### src/rtl/fp_issue_sequencer_pkg.sv
// fp_seq_pkg -- shared definitions for the FP issue sequencer.
//   fp_seq_state_e : sequencer FSM states (IDLE, EXEC, MEM_HI)
//   CNT_W          : width of the latency counter
//   FP_SINGLE_LAT  : cycles of Stall for a single-precision arith op
//   FP_DOUBLE_LAT  : cycles of Stall for a double-precision arith op
package fp_seq_pkg;

  localparam int CNT_W = 3;

  localparam logic [CNT_W-1:0] FP_SINGLE_LAT = 3'd2;
  localparam logic [CNT_W-1:0] FP_DOUBLE_LAT = 3'd4;

  typedef enum logic [1:0] {
    IDLE   = 2'd0,
    EXEC   = 2'd1,
    MEM_HI = 2'd2
  } fp_seq_state_e;

endpackage

### src/rtl/fp_issue_sequencer_if.sv
// fp_issue_sequencer_if -- decode-side bundle between the pipeline and the
// FP issue sequencer.
//   Pipeline -> sequencer : issue_valid, floatop, double, FPLoadStore,
//                           MemRead, MemWrite, flush
//   Sequencer -> pipeline : Stall, fpu_start, fpu_double, fpu_result_valid,
//                           mem_hi, fp_double_unsup
// Handshake: an instruction is taken in any cycle where issue_valid=1, the
// sequencer is idle and flush=0. There is no ready signal; instead Stall
// freezes fetch/decode and the pipeline keeps the instruction steady while
// Stall is high. Anything presented while the sequencer is busy is ignored.
interface fp_issue_sequencer_if;
  logic issue_valid;
  logic floatop;
  logic double;
  logic FPLoadStore;
  logic MemRead;
  logic MemWrite;
  logic flush;
  logic Stall;
  logic fpu_start;
  logic fpu_double;
  logic fpu_result_valid;
  logic mem_hi;
  logic fp_double_unsup;

  modport master (
    output issue_valid, floatop, double, FPLoadStore, MemRead, MemWrite, flush,
    input  Stall, fpu_start, fpu_double, fpu_result_valid, mem_hi, fp_double_unsup
  );

  modport slave (
    input  issue_valid, floatop, double, FPLoadStore, MemRead, MemWrite, flush,
    output Stall, fpu_start, fpu_double, fpu_result_valid, mem_hi, fp_double_unsup
  );
endinterface

### src/rtl/fp_issue_sequencer_lat_counter.sv
// fp_lat_counter -- FPU latency down-counter.
//   clk_i, rst_i   : clock, synchronous active-high reset
//   load_i         : load load_val_i (highest priority after reset)
//   load_val_i     : value to load
//   clr_i          : force to zero
//   dec_i          : decrement; saturates at zero, never wraps
//   count_next_o   : value the counter takes at the next edge
//   zero_o         : current count is zero
module fp_lat_counter
  import fp_seq_pkg::*;
(
  input  logic             clk_i,
  input  logic             rst_i,
  input  logic             load_i,
  input  logic [CNT_W-1:0] load_val_i,
  input  logic             clr_i,
  input  logic             dec_i,
  output logic [CNT_W-1:0] count_next_o,
  output logic             zero_o
);

  logic [CNT_W-1:0] count_q, count_d;

  always_comb begin
    count_d = count_q;
    if (load_i) begin
      count_d = load_val_i;
    end else if (clr_i) begin
      count_d = '0;
    end else if (dec_i && (count_q != '0)) begin
      count_d = count_q - 1'b1;
    end
  end

  always_ff @(posedge clk_i) begin
    if (rst_i) begin
      count_q <= '0;
    end else begin
      count_q <= count_d;
    end
  end

  assign count_next_o = count_d;
  assign zero_o       = (count_q == '0);

endmodule

### src/rtl/fp_issue_sequencer.sv
// fp_issue_sequencer -- sequences multi-cycle FP arithmetic and the second
// word of double-precision FP loads/stores, stalling fetch/decode meanwhile.
//   clk, rst : clock, synchronous active-high reset
//   bus      : fp_issue_sequencer_if.slave (decode controls in, Stall and
//              FPU/memory controls out; all outputs registered)
//   state_o  : current FSM state, for debug
// Build option: define FP_SEQ_DOUBLE_EN for double-precision support. Without
// it doubles run at single latency, have no upper-word beat, fpu_double stays
// 0 and fp_double_unsup pulses for every accepted op with double=1.
module fp_issue_sequencer
  import fp_seq_pkg::*;
(
  input  logic                 clk,
  input  logic                 rst,
  fp_issue_sequencer_if.slave  bus,
  output fp_seq_state_e        state_o
);

`ifdef FP_SEQ_DOUBLE_EN
  localparam bit DBL_EN = 1'b1;
`else
  localparam bit DBL_EN = 1'b0;
`endif

  fp_seq_state_e    state_q, state_d;
  logic             accept, is_arith, is_dmem, load;
  logic [CNT_W-1:0] lat_m1, cnt_next;
  logic             cnt_zero;
  logic             stall_q, start_q, fdbl_q, rv_q, mem_hi_q, unsup_q;

  always_comb begin
    accept   = bus.issue_valid & (state_q == IDLE) & ~bus.flush;
    is_arith = bus.floatop & ~bus.FPLoadStore;
    is_dmem  = bus.FPLoadStore & bus.double & (bus.MemRead | bus.MemWrite) & DBL_EN;
    lat_m1   = (DBL_EN && bus.double) ? (FP_DOUBLE_LAT - 3'd1) : (FP_SINGLE_LAT - 3'd1);
    load     = accept & is_arith;
  end

  always_comb begin
    state_d = state_q;
    case (state_q)
      IDLE: begin
        if (accept && is_arith)     state_d = EXEC;
        else if (accept && is_dmem) state_d = MEM_HI;
      end
      EXEC: begin
        if (bus.flush || cnt_zero) state_d = IDLE;
      end
      MEM_HI:  state_d = IDLE;
      default: state_d = IDLE;
    endcase
  end

  // Counter is cleared whenever the FSM is not going to be in EXEC, so it
  // reads zero outside EXEC and a flush leaves nothing behind.
  fp_lat_counter u_cnt (
    .clk_i        (clk),
    .rst_i        (rst),
    .load_i       (load),
    .load_val_i   (lat_m1),
    .clr_i        (state_d != EXEC),
    .dec_i        (state_q == EXEC),
    .count_next_o (cnt_next),
    .zero_o       (cnt_zero)
  );

  // Outputs are computed from next state so they line up with the state
  // they describe in the following cycle.
  always_ff @(posedge clk) begin
    if (rst) begin
      state_q  <= IDLE;
      stall_q  <= 1'b0;
      start_q  <= 1'b0;
      fdbl_q   <= 1'b0;
      rv_q     <= 1'b0;
      mem_hi_q <= 1'b0;
      unsup_q  <= 1'b0;
    end else begin
      state_q  <= state_d;
      stall_q  <= (state_d != IDLE);
      start_q  <= load;
      rv_q     <= (state_d == EXEC) && (cnt_next == '0);
      mem_hi_q <= (state_d == MEM_HI);
      unsup_q  <= accept & bus.double & ~DBL_EN;
      if (accept) fdbl_q <= bus.double & DBL_EN;
    end
  end

  assign bus.Stall            = stall_q;
  assign bus.fpu_start        = start_q;
  assign bus.fpu_double       = fdbl_q;
  assign bus.fpu_result_valid = rv_q;
  assign bus.mem_hi           = mem_hi_q;
  assign bus.fp_double_unsup  = unsup_q;
  assign state_o              = state_q;

endmodule

### src/flat_wrapper.sv
// flat-port wrapper written by rule: the top's interface ports become plain ports
module fp_issue_sequencer_flat import fp_seq_pkg::*;
  (clk, rst, state_o, bus_issue_valid, bus_floatop, bus_double, bus_FPLoadStore, bus_MemRead, bus_MemWrite, bus_flush, bus_Stall, bus_fpu_start, bus_fpu_double, bus_fpu_result_valid, bus_mem_hi, bus_fp_double_unsup);
  fp_issue_sequencer_if bus_i ();
  input  logic clk;
  input  logic rst;
  output fp_seq_state_e state_o;
  input wire logic [$bits(bus_i.issue_valid)-1:0] bus_issue_valid;
  input wire logic [$bits(bus_i.floatop)-1:0] bus_floatop;
  input wire logic [$bits(bus_i.double)-1:0] bus_double;
  input wire logic [$bits(bus_i.FPLoadStore)-1:0] bus_FPLoadStore;
  input wire logic [$bits(bus_i.MemRead)-1:0] bus_MemRead;
  input wire logic [$bits(bus_i.MemWrite)-1:0] bus_MemWrite;
  input wire logic [$bits(bus_i.flush)-1:0] bus_flush;
  output wire logic [$bits(bus_i.Stall)-1:0] bus_Stall;
  output wire logic [$bits(bus_i.fpu_start)-1:0] bus_fpu_start;
  output wire logic [$bits(bus_i.fpu_double)-1:0] bus_fpu_double;
  output wire logic [$bits(bus_i.fpu_result_valid)-1:0] bus_fpu_result_valid;
  output wire logic [$bits(bus_i.mem_hi)-1:0] bus_mem_hi;
  output wire logic [$bits(bus_i.fp_double_unsup)-1:0] bus_fp_double_unsup;
  assign bus_i.issue_valid = bus_issue_valid;
  assign bus_i.floatop = bus_floatop;
  assign bus_i.double = bus_double;
  assign bus_i.FPLoadStore = bus_FPLoadStore;
  assign bus_i.MemRead = bus_MemRead;
  assign bus_i.MemWrite = bus_MemWrite;
  assign bus_i.flush = bus_flush;
  assign bus_Stall = bus_i.Stall;
  assign bus_fpu_start = bus_i.fpu_start;
  assign bus_fpu_double = bus_i.fpu_double;
  assign bus_fpu_result_valid = bus_i.fpu_result_valid;
  assign bus_mem_hi = bus_i.mem_hi;
  assign bus_fp_double_unsup = bus_i.fp_double_unsup;
  fp_issue_sequencer u_core (.clk(clk), .rst(rst), .bus(bus_i), .state_o(state_o));
endmodule
### config.mk
export PLATFORM = sky130hd
export DESIGN_NAME = fp_issue_sequencer_flat
export DESIGN_NICKNAME = d
export VERILOG_FILES = /design/src/rtl/fp_issue_sequencer_pkg.sv /design/src/rtl/fp_issue_sequencer_if.sv /design/src/rtl/fp_issue_sequencer_lat_counter.sv /design/src/rtl/fp_issue_sequencer.sv /design/src/flat_wrapper.sv
export SDC_FILE = /design/constraint.sdc
export NUM_CORES = 1
export LEC_CHECK = 0
export ABC_AREA = 1
export CAP_MARGIN = 10
export CORE_AREA = 2 2 39 41
export CTS_CLUSTER_DIAMETER = 40
export DETAILED_ROUTE_END_ITERATION = 8
export DIE_AREA = 0 0 41 43
export GPL_TIMING_DRIVEN = 0
export PLACE_DENSITY_LB_ADDON = 0.1
export SYNTH_ARGS = -nofsm -noshare
export SYNTH_HDL_FRONTEND = slang
export SYNTH_SLANG_ARGS = --single-unit
### constraint.sdc
create_clock -name clk -period 3.5 [get_ports clk]
set_input_delay 0.35 -clock clk [delete_from_list [all_inputs] [get_ports clk]]
set_output_delay 0.35 -clock clk [all_outputs]
set_load 0.03 [all_outputs]
=== Yosys cells after proc, flatten, opt, wreduce, memory -nomap -nowiden ===
Index checks and enable logic that the tools add are counted.

* Bits in registers: 10
* Bits of input ports: 9
* Output and inout bits: 8
* Word-level logic and storage cells: 34

* $add $sub $neg: 1
* Equal/unequal tests: 4
* Muxes and demuxes: 6
* Bitwise logic cells: 7
* Reduce and logical (&&, ||, !) cells: 9

{| class="wikitable"
|+ Operator list
! kind !! number
|-
| $mux 3 || 3
|-
| $logic_not 3->1 || 2
|-
| $and 1x1->1 || 5
|-
| $eq 2x1->1 const B || 2
|-
| $mux 2 || 2
|-
| $pmux 2 s2 || 1
|-
| $logic_and 1x1->1 || 3
|-
| $reduce_bool 3->1 || 1
|-
| $sub 3x1->3 const B || 1
|-
| $eq 2x2->1 const B || 1
|-
| $logic_not 2->1 || 1
|-
| $ne 2x1->1 const B || 1
|-
| $not 1->1 || 2
|-
| $reduce_bool 2->1 || 1
|-
| $logic_or 1x1->1 || 1
|}

=== Logic depth before layout (Yosys ltp) ===
Gate-level depths: netlist of the first run.

* Depth in word-level cells: 11
* Mapped depth: 8

=== Cells and area by module ===
Synthesis of the first run repeated with hierarchy kept, for this count alone.

* Cell total of the unflattened synthesis: 63
* Area total of the unflattened synthesis: 483.0 sq um

{| class="wikitable"
|+ By module, submodules not included
! module !! times used !! cells an instance !! area an instance (sq um) !! seq. area each (sq um)
|-
| fp_issue_sequencer || 1 || 32 || 260.2 || 140.1
|-
| fp_lat_counter || 1 || 31 || 222.7 || 60.1
|}

=== Least setup slack after synthesis of the first run ===
OpenSTA, ideal clock, no wires.

* Kind: reg-to-reg
* From: reg u_core.state_q[0] (netlist: u_core.state_o[0])
* To: reg u_core.u_cnt.count_q[2]
* Library setup time: 59 ps
* Arrival: 1132 ps
* Data required time: 3441 ps
* Slack: 2309 ps
* Stages on the path, launching flop included: 7
* Buffers on the path: 0
* Period minus slack after synthesis: 1191 ps
* Cells stage by stage: dfxtp_1 inv_2 nor2_4 nand2_2 nor2_2 a21boi_2 and2_1

* Word-level cells in the longest chain between the ends: 9
* Elaborated cells on any way between the ends: 14
* Classes of those cells: eq/ne (2); mux (6); bitwise (3); reduce/logical (3)

{| class="wikitable"
|+ RTL lines
! element !! line !! RTL
|-
| from (decl) || fp_issue_sequencer.sv:25 || <nowiki>fp_seq_state_e state_q, state_d;</nowiki>
|-
| from (signal assigned) || fp_issue_sequencer.sv:79 || <nowiki>state_q <= state_d;</nowiki>
|-
| $logic_not 2->1 || fp_issue_sequencer.sv:32, fp_issue_sequencer.sv:41 ||
|-
| $and 1x1->1 (2 in a row) || fp_issue_sequencer.sv:32 || <nowiki>accept = bus.issue_valid & (state_q == IDLE) & ~bus.flush;</nowiki>
|-
| $logic_and 1x1->1 || fp_issue_sequencer.sv:43 || <nowiki>if (accept && is_arith) state_d = EXEC;</nowiki>
|-
| $mux 2 || fp_issue_sequencer.sv:43 ||
|-
| $pmux 2 s2 || fp_issue_sequencer.sv:41 || <nowiki>case (state_q)</nowiki>
|-
| $ne 2x1->1 || fp_issue_sequencer.sv:61 || <nowiki>.clr_i (state_d != EXEC),</nowiki>
|-
| $mux 3 || fp_issue_sequencer_lat_counter.sv:28 || <nowiki>end else if (clr_i) begin</nowiki>
|-
| $mux 3 (*) || fp_issue_sequencer_lat_counter.sv:26 || <nowiki>if (load_i) begin</nowiki>
|-
| to (signal assigned) || fp_issue_sequencer_lat_counter.sv:39 || <nowiki>count_q <= count_d;</nowiki>
|-
| to (decl) || fp_issue_sequencer_lat_counter.sv:22 || <nowiki>logic [CNT_W-1:0] count_q, count_d;</nowiki>
|}

Mark *: on every way between the ends. The rest lies on a longest branch, timed or not.
A chain may end at the register's enable or synchronous reset.

=== Worst setup path after layout of the first run ===
* From: reg u_core.state_q[1] (netlist: u_core.state_o[1])
* To: out state_o[1]

{| class="wikitable"
|+ RTL lines
! element !! line !! RTL
|-
| to (decl) || flat_wrapper.sv:7 || <nowiki>output fp_seq_state_e state_o;</nowiki>
|}

No word-level cell between the ends.

==> impl_metrics.toml, run 1 <==
[job]
drv_cap = 0

[synth]
synthCells = 55
ys_seq_elements = 10
synth_edf_count = 0
ys_warn_count = 0
postSynthAreaPerCell_um2 = 8.10
ys.flop_type = "dfxtp_1"
syn_area_um2 = 445
yosys-top-cells-count = "10 x dfxtp_1, 8 x nand2_1, 7 x inv_1"
synthArstFlopShare = 0
synth_top_cell_area_share = 0.449
synth_area_leaders = "dfxtp_1 45%, nand2_1 6.7%, inv_1 5.9%, ha_1 5.6%, nand3_1 4.5%"
synth.most_common_cell = "dfxtp_1"
yosysSeqAreaShare = 0.449
yosysTopAreaCell = "dfxtp_1"
yosysUniqueCellTypes = 20

[worst_setup_path]
critPathTopFamily = "buffers and inverters"
critical_path_buf_inv_count = 1
cpMaxStageDelayCell = "clkdlybuf4s50_1"
r2r_end = "u_core.u_cnt.count_q[2]"
cp-startpoint = "u_core.state_o[1]"
startpoint_type = "register"
worstPathCellList = "clkdlybuf4s50_1"
reg2regPathDepth = 7
critical_path_arrival_ns = 1.36
ff2ff_setup_slack_ns = 2.27
timing.rr.start = "u_core.u_cnt.count_q[0]"
worst_ep_required_time_ns = 3.15
worstSetupPathType = "register to output port"
path_max_fanout = 4
critPathCaptureType = "output port"
crit_path_max_incr_delay_ns = 0.70

[hold_path]
hold_end = "u_core.u_cnt.count_q[0]"
whs_path_depth = 3
hold_path_class = "register to register"
hp-start = "u_core.u_cnt.count_q[0]"

[global_routing]
grt_first_pass_wirelength_um = 1150
grt_pass1_vias = 306
antenna_found_initial = 0
track_usage = 0.102
grt_max_degree = 6
grt_overflow = 0

[route]
drc = 0
vias_per_cell = 4.03
avgRoutedWirePerCell_um = 8.34
antenna_left = 0
wirelength_um = 742
dr.pass1.iters = 2
drtIter0Drc = 3
vias = 359

[layout]
drive_above_1_share = 0.219
nNetsFinal = 86
area_growth_pct = 40.4
num_antenna_cells = 0

[sta]
fmax_mhz = 586
rsz0062_at_grt = "false"
drv_slew = 0
setup_viol = 0
hold_viol = 0
finalSetupTns_ns = 0
min_period_over_period = 0.488
clock_skew_ns = 0.00693
post-route-min-period_ns = 1.71

[die]
io_pins = 17
die_x_um = 41
core_area_um2 = 1380
start_util = 0.322
die-area_um2 = 1760
die_height_um = 43
rows = 14

[pwr]
powerDensity_nw_per_um2 = 342
peakVddDrop_v = 0.000224
p_total_mw = 0.214
p_leak_nw = 0.291

[clock_tree]
cts_buffer_depth = 2
numCtsBuffers = 3
clock_latency_ns = 0.26
clk_pin_slew_ns = 0.06
ctsHtreeMaxLevel = 1
cts_sinks = 10
post_cts_resized = 0
cts_root_buf = "clkbuf_4"
cts_tree = "built"
ctsHoldBuffers = 0
cts_setup_buffers = 0

[place]
portBuffers = 13
place.gp.congestion = 0.709
hpwl_um = 600

[outcome]
outcome = "complete, no violations"
[area by class of cell]
| cell class | count | area (µm²) |
|---|---|---|
| buffer | 1 | 7.51 |
| sequential | 10 | 200 |
| tap | 16 | 20.0 |
| clock buffer | 3 | 22.5 |
| fill | 150 | 758 |
| inverter | 12 | 45.0 |
| timing repair buffer | 13 | 130 |
| multi-input combinational | 34 | 200 |
[metal layers]
| layer | track usage | up-vias | share of wire |
|---|---|---|---|
| li1 | - | 196 | - |
| met3 | 0.0942 | 0 | 0.073 |
| met1 | 0.108 | 155 | 0.46 |
| met2 | 0.147 | 8 | 0.47 |
| met4 | 0.0200 | 0 | 0 |
| met5 | 0 | - | 0 |
[how the worst max path moves through the flow]
| stage | end | slack [ns] | cells past startpoint |
|---|---|---|---|
| finish | state_o[1] | 1.79 | 1 |
| global route | state_o[1] | 1.74 | 1 |
| CTS | state_o[1] | 1.77 | 1 |
| detailed placement | u_core.bus.fpu_result_valid | 1.96 | 8 |
| global placement | u_core.bus.fpu_result_valid | 1.96 | 8 |
| floorplan | u_core.u_cnt.count_q[2] | 2.31 | 6 |
[registers in the layout, summed over array words and instances (netlist names)]
signal,count
u_core.bus.mem_hi,1
u_core.bus.fpu_result_valid,1
u_core.u_cnt.count_q,3
u_core.bus.Stall,1
u_core.bus.fpu_start,1
u_core.state_o,2
u_core.bus.fp_double_unsup,1
[power breakdown]
group / total [mW] / leakage (nW) / internal [mW] / switching [mW]
clock network: 0.0745 / 0.0138 / 0.0395 / 0.0350
logic: 0.0226 / 0.196 / 0.0113 / 0.0112
registers: 0.117 / 0.0814 / 0.116 / 0.00122
[tightest hold or removal path, cell delays in order (launching register included)]
cell,delay [ns]
dfxtp_1,0.33
nand2_1,0.06
clkinv_1,0.05
a21oi_1,0.03
[stage by stage]
stage / instances / setup WS (ns) / instance area (µm²) / hold WS [ns] / utilization
global placement: 86 / 1.96 / 603 / 0.507 / 0.436
global route: 89 / 1.74 / 626 / 0.542 / 0.452
CTS: 89 / 1.77 / 626 / 0.521 / 0.452
floorplan: 57 / 2.31 / 453 / 0.422 / -
detailed placement: 86 / 1.96 / 603 / 0.512 / 0.436
finish: 89 / 1.79 / 626 / 0.520 / 0.452
[cell families (layout without fill, tap and decap cells)]
logic type	count (synthesis)	in the layout	synth area share
AND/OR/NAND/NOR	26	26	0.312
buffers and inverters	13	29	0.118
flip-flops	10	10	0.449
adder cells (fa/ha/maj)	2	2	0.0562
AO/OA/AOI/OAI	2	2	0.0365
other	1	3	0.00842
XOR/XNOR	1	1	0.0197
[placed cells by master, fill, tap and decap left out, drive strengths merged]
cell type,count
a21boi,1
a21oi,1
and2,1
buf,1
clkbuf,3
clkdlybuf4s50,13
clkinv,1
conb,3
dfxtp,10
ha,2
inv,11
nand2,11
nand3,5
nand4,1
nor2,8
xor2,1
Power figures use the tool's default switching activity.
==> run 2, diff against run 1 <==
Clock period 3.5 ns to 1.6 ns, I/O delays scaled along.
==> results of run 2 <==
Same layout as run 1 (identical final DEF). Status: complete, no violations.
Among the figures that moved: setup slack after placement 1.96 ns -> 0.250 ns; setup slack after layout 1.79 ns -> 0.0821 ns; hold slack 0.520 ns -> 0.427 ns; register-to-register setup slack 2.27 ns -> 0.37 ns; end point of the worst hold path u_core.u_cnt.count_q[0] -> u_core.bus.fp_double_unsup; total power 0.214 mW -> 0.468 mW; worst IR drop on VDD 0.000224 V -> 0.000489 V
==> run 3, diff against run 2 <==
Settings changed: CTS_BUF_LIST from default to sky130_fd_sc_hd__clkbuf_2 sky130_fd_sc_hd__clkbuf_4 sky130_fd_sc_hd__clkbuf_8, GPL_ROUTABILITY_DRIVEN from default to 0.
==> results of run 3 <==
Same layout as run 1 (identical final DEF). Status: complete, no violations.
Among the figures that moved: setup slack after placement 1.96 ns -> 0.250 ns; setup slack after layout 1.79 ns -> 0.0821 ns; hold slack 0.520 ns -> 0.427 ns; register-to-register setup slack 2.27 ns -> 0.37 ns; end point of the worst hold path u_core.u_cnt.count_q[0] -> u_core.bus.fp_double_unsup; total power 0.214 mW -> 0.468 mW; worst IR drop on VDD 0.000224 V -> 0.000489 V
